--- src/rtl/uart_pkg.sv ---
// Shared types and constants for the filtered UART receiver.
package uart_pkg;

  localparam int   DATA_BITS = 8;
  localparam logic LINE_IDLE = 1'b1;

  typedef enum logic [2:0] {
    IDLE,
    START,
    DATA,
    STOP,
    WAIT_IDLE
  } rx_state_e;

  // Two-of-three vote across the filter taps.
  function automatic logic majority3(input logic [2:0] taps);
    return (taps[0] & taps[1]) | (taps[0] & taps[2]) | (taps[1] & taps[2]);
  endfunction

endpackage

--- src/rtl/uart_rx_sync_filter.sv ---
// Brings the asynchronous serial line into the clock domain and removes
// single-cycle glitches with a 3-tap majority vote.
module uart_rx_sync_filter
  import uart_pkg::*;
(
  input  logic i_clk,
  input  logic i_rst,
  input  logic i_async,
  output logic o_vote
);

  logic       sync_meta;
  logic       sync_line;
  logic [2:0] taps;

  // Two-flop synchroniser followed by a 3-deep shift register; all stages
  // reset to the idle level so reset never looks like a start bit.
  always_ff @(posedge i_clk) begin
    if (i_rst) begin
      sync_meta <= LINE_IDLE;
      sync_line <= LINE_IDLE;
      taps      <= {3{LINE_IDLE}};
    end else begin
      // NOTE: non-blocking assignments let each stage take the previous
      // stage's old value, which is what builds the pipeline.
      sync_meta <= i_async;
      sync_line <= sync_meta;
      taps      <= {taps[1:0], sync_line};
    end
  end

  assign o_vote = majority3(taps);

endmodule

--- src/rtl/uart_rx_filtered.sv ---
// 8N1 UART receiver with input filtering, framing-error detection and a
// held valid/ack handshake toward the byte consumer.
module uart_rx_filtered
  import uart_pkg::*;
#(
  parameter int CLKS_PER_BIT = 10
) (
  input  logic       i_clk,
  input  logic       i_rst,
  input  logic       i_rx_data_line,
  input  logic       i_data_ack,
  output logic [7:0] o_data_byte,
  output logic       o_data_valid,
  output logic       o_frame_error,
  output logic       o_overrun,
  output logic       o_busy
);

  localparam int HALF_BIT = CLKS_PER_BIT / 2 - 1;
  localparam int CNT_W    = $clog2(CLKS_PER_BIT);

  localparam logic [CNT_W-1:0] HALF_CNT = CNT_W'(HALF_BIT);
  localparam logic [CNT_W-1:0] LAST_CNT = CNT_W'(CLKS_PER_BIT - 1);
  localparam logic [2:0]       LAST_BIT = 3'(DATA_BITS - 1);

  logic vote;

  rx_state_e              state, state_nxt;
  logic [CNT_W-1:0]       clk_cnt, clk_cnt_nxt;
  logic [2:0]             bit_idx, bit_idx_nxt;
  logic [DATA_BITS-1:0]   shift, shift_nxt;
  logic [DATA_BITS-1:0]   data_byte, data_byte_nxt;
  logic                   data_valid, data_valid_nxt;
  logic                   frame_error_nxt, overrun_nxt;
  logic                   frame_error, overrun;

  uart_rx_sync_filter u_sync_filter (
    .i_clk   (i_clk),
    .i_rst   (i_rst),
    .i_async (i_rx_data_line),
    .o_vote  (vote)
  );

  // State, counters, assembled byte and handshake registers.
  always_ff @(posedge i_clk) begin
    if (i_rst) begin
      state       <= IDLE;
      clk_cnt     <= '0;
      bit_idx     <= '0;
      shift       <= '0;
      data_byte   <= '0;
      data_valid  <= 1'b0;
      frame_error <= 1'b0;
      overrun     <= 1'b0;
    end else begin
      state       <= state_nxt;
      clk_cnt     <= clk_cnt_nxt;
      bit_idx     <= bit_idx_nxt;
      shift       <= shift_nxt;
      data_byte   <= data_byte_nxt;
      data_valid  <= data_valid_nxt;
      frame_error <= frame_error_nxt;
      overrun     <= overrun_nxt;
    end
  end

  // Frame sequencing on the filtered line plus the consumer handshake.
  always_comb begin
    // NOTE: every output of this block gets a default first so no path
    // through the case statement can leave one unassigned (no latches).
    state_nxt       = state;
    clk_cnt_nxt     = clk_cnt;
    bit_idx_nxt     = bit_idx;
    shift_nxt       = shift;
    data_byte_nxt   = data_byte;
    data_valid_nxt  = data_valid;
    frame_error_nxt = 1'b0;
    overrun_nxt     = 1'b0;

    // Ack clears valid; a capture later in this block overrides it.
    if (i_data_ack) data_valid_nxt = 1'b0;

    unique case (state)
      IDLE: begin
        if (!vote) begin
          state_nxt   = START;
          clk_cnt_nxt = '0;
        end
      end

      START: begin
        if (clk_cnt == HALF_CNT) begin
          clk_cnt_nxt = '0;
          if (!vote) begin
            state_nxt   = DATA;
            bit_idx_nxt = '0;
          end else begin
            state_nxt = IDLE;  // false start: no pulse
          end
        end else begin
          clk_cnt_nxt = clk_cnt + CNT_W'(1);
        end
      end

      DATA: begin
        if (clk_cnt == LAST_CNT) begin
          clk_cnt_nxt        = '0;
          shift_nxt[bit_idx] = vote;
          if (bit_idx == LAST_BIT) state_nxt = STOP;
          else                     bit_idx_nxt = bit_idx + 3'd1;
        end else begin
          clk_cnt_nxt = clk_cnt + CNT_W'(1);
        end
      end

      STOP: begin
        if (clk_cnt == LAST_CNT) begin
          clk_cnt_nxt = '0;
          if (vote) begin
            data_byte_nxt  = shift;
            data_valid_nxt = 1'b1;
            overrun_nxt    = data_valid && !i_data_ack;
            state_nxt      = IDLE;
          end else begin
            frame_error_nxt = 1'b1;
            state_nxt       = WAIT_IDLE;
          end
        end else begin
          clk_cnt_nxt = clk_cnt + CNT_W'(1);
        end
      end

      WAIT_IDLE: begin
        // Hold off until the line is released so a break cannot retrigger.
        if (vote) state_nxt = IDLE;
      end

      default: state_nxt = IDLE;
    endcase
  end

  assign o_data_byte   = data_byte;
  assign o_data_valid  = data_valid;
  assign o_frame_error = frame_error;
  assign o_overrun     = overrun;
  assign o_busy        = (state != IDLE);

endmodule

--- config.mk ---
export PLATFORM = sky130hd
export DESIGN_NAME = uart_rx_filtered
export DESIGN_NICKNAME = d
export VERILOG_FILES = /design/src/rtl/uart_pkg.sv /design/src/rtl/uart_rx_sync_filter.sv /design/src/rtl/uart_rx_filtered.sv
export SDC_FILE = /design/constraint.sdc
export NUM_CORES = 1
export LEC_CHECK = 0
export CAP_MARGIN = 20
export CORE_UTILIZATION = 50
export DETAILED_ROUTE_END_ITERATION = 8
export GPL_TIMING_DRIVEN = 0
export PLACE_DENSITY = 0.85
export SYNTH_ARGS = -nofsm -noshare
export SYNTH_HDL_FRONTEND = slang
export SYNTH_SLANG_ARGS = --single-unit
--- constraint.sdc ---
create_clock -name i_clk -period 1.9 [get_ports i_clk]
set_clock_uncertainty 0.2 [all_clocks]
set_input_delay 0.285 -clock i_clk [delete_from_list [all_inputs] [get_ports i_clk]]
set_output_delay 0.285 -clock i_clk [all_outputs]
set_load 0.02 [all_outputs]
==> results by group <==
Status
  – Status: complete, but fails checks
  – Failing checks: DRC

Global route
  – Gr ovfl total: 0
  – Vias in the first global route: approximately 1200
  – All-Layer GR Usage: 0.222
  – Largest net degree at the start of global routing: 13
  – Initial antenna violation count: 0
  – First-pass GRT wire length: roughly 5500 um

Route
  – Final WL: about 3100 um
  – Initial DRC Count: 43
  – DR vias/cell: 5.56
  – Via count: 1185
  – Router iterations before antenna repair: 6
  – Detailed-route wire length per cell: between 10 and 15 um
  – Final ANT Viol Nets: 0
  – # DRC: 1

Synth
  – Seq/Total Area, Yosys: 0.440
  – Synthesized Nets: around 170
  – Avg Cell Area, Syn: between 9 and 10 sq um
  – Distinct cell type count after synthesis: 39
  – Async set-or-reset flop fraction in the synthesized netlist: 0
  – Post-synth EDFFs: 0
  – Cells after synthesis: 158
  – Synth warn: 0
  – Top_reg_cell synth: dfxtp_1
  – Post-Syn Area: ~1500 sq um
  – FF+latch count, synth: 34

Worst setup path
  – Data arrival, critical path: 1.87 ns
  – WS Path Type: reg -> reg
  – CP required: 1.93 ns
  – CP Capture Type: flip-flop
  – CP Launch Type: flip-flop
  – CP max FO: 10

Placement
  – Gp weighted congestion: 0.830
  – Placed cells: around 200
  – Place WS: -0.0521 ns
  – Post-DP HPWL: between 2000 and 2500 um
  – Dpl cell area: 1720 sq um
  – Buffers added on ports: 14

STA
  – Final setup margin: 0.0550 ns
  – Final worst-path cycle share: 0.971
  – Max_slew headroom: 0.675
  – Worst slew pin tran: slightly below 0.5 ns
  – Pins Over Slew Limit: 0
  – Fmax: ~0.54 GHz
  – Final setup vio count: 0
  – Fin. Hold Viols: 0
  – Fin crit period: around 1.8 ns

Layout
  – Final std cells w/o fill: 213
  – Nets: 190
  – Ant diodes: 0
  – Design area: 1890 sq um
  – Most common cell after layout, fill and taps aside: dfxtp_1
  – Area Growth Syn to Fin: 22.3%
  – Most frequent cells in the layout: dfxtp_1 (30), nor2_1 (24), mux2i_1 (18), clkdlybuf4s50_1 (13)
  – Layout cells sized above 1: 0.192

Clock tree
  – CTS sink cnt: 34
  – CTS Buffer Depth: 2
  – CTS buffer count: 5
  – Clock Latency Late Sink: roughly 0.35 ns
  – CTS root buf: clkbuf_4
  – Clock transition at the registers of the reported paths: ~0.11 ns
  – TritonCTS clock tree: built
  – CTS H-Tree Depth: 2
  – Cts hold-fix bufs: 0

Power and ir drop
  – Clock share of power: 0.474
  – Seq pwr share: 0.509
  – Internal Power: between 1 and 1.5 mW
  – Leakage: between 0.8 and 0.9 nW
  – Sw Share: 0.193
  – Comb pwr share: 0.017
  – Switching pwr: around 0.27 mW
  – Cell Pwr Density: about 740 nW/um^2
  – Worst vdd ir: ~580 uV

Worst hold path
  – Worst Hold Class: in -> reg

Floorplan
  – Die Y: approximately 58 um
  – Std-Cell Core Area: roughly 2900 sq um
  – # rows: 19
  – Die width: 57.6 um
  – # IOs: 16
  – Initial Utilization: 0.542
  – Die area: around 3300 sq um

Run
  – Max Cap Violations: 0
[flip-flops by register name, indices dropped and copies added (netlist names), 3 cells and up]
name	count
clk_cnt	4
state	3
u_sync_filter.taps	3
shift	8
o_data_byte	8
bit_idx	3
[critical path, stage by stage, from the launching register on]
cell and delay (ns):
dfxtp_2 0.36, inv_2 0.08, ha_4 0.14, and3b_1 0.17, buf_6 0.14, nand4_1 0.20
buf_6 0.22, mux2i_1 0.16, nor2_1 0.06
[path summary, 6_finish.rpt]
kind | start | end | slack, ns | cells after the start
max reg2reg | clk_cnt[1]$_SDFFE_PP0P_ | o_data_byte[0]$_SDFFE_PP0P_ | 0.06 | 8
min | i_rst | state[0]$_SDFFE_PP0P_ | 0.14 | 2
max | clk_cnt[1]$_SDFFE_PP0P_ | o_data_byte[0]$_SDFFE_PP0P_ | 0.06 | 8
min reg2reg | u_sync_filter.sync_meta$_SDFF_PP1_ | u_sync_filter.sync_line$_SDFF_PP1_ | 0.22 | 1
[cells in the mapped netlist, types with 4 or more instances]
cell type,count,share of area
dfxtp_1,34,0.44
nor2_1,24,0.058
mux2i_1,18,0.12
clkbuf_1,7,0.017
nand2_1,6,0.015
ha_1,5,0.040
nand4_1,5,0.020
or2_2,5,0.020
nor2b_1,4,0.016
[cells by family after synthesis]
| kind of cell | share of synthesized area |
|---|---|
| AOI/OAI and AO/OA | 0.0575 |
| DFF | 0.440 |
| muxes | 0.126 |
| adders and majority gates | 0.0470 |
| buffers and inverters | 0.0445 |
| and+or+nand+nor | 0.284 |
[power by group through the flow]
stage               Combinational (mW)  Clock (mW)  Sequential (mW)
floorplan                       0.0145           0            0.733
global placement                0.0230           0            0.733
detailed placement              0.0236           0            0.733
CTS                             0.0236       0.678            0.717
global route                    0.0266       0.706            0.717
finish                          0.0239       0.668            0.717
[routing by layer]
layer / GRT usage / vias up / wire length [um]
met5: 0 / - / 0
met1: 0.273 / 556 / 1450
met4: 0.0836 / 0 / 76
met3: 0.0680 / 10 / 90
li1: - / 606 / -
met2: 0.362 / 13 / 1490
[stage by stage]
step	power (mW)	hold slack, ns	util	setup TNS, ns
detailed placement	0.757	0.200	0.604	-0.282
finish	1.41	0.139	0.663	0
global route	1.45	0.167	0.663	-0.0313
CTS	1.42	0.150	0.650	0
global placement	0.756	0.193	0.604	0
floorplan	0.747	0.189	-	0
[repair_timing]
action                     4_1_cts  5_1_grt
setup endpoints to repair        9       12
buffers inserted                 1        0
gates cloned                     1        0
pin swaps                        0        1
hold endpoints to repair         0        0
resized for setup               11       11
[area by class of cell]
class,instances,area [sq um]
fillers,230,962
multi-input cells,110,823
flip-flops and latches,34,686
repair buffers,16,154
plain buffers,11,71.3
clock inverters,3,68.8
well taps,31,38.8
clock buffers,5,37.5
inverters,3,11.3
Power figures use the tool's default switching activity.
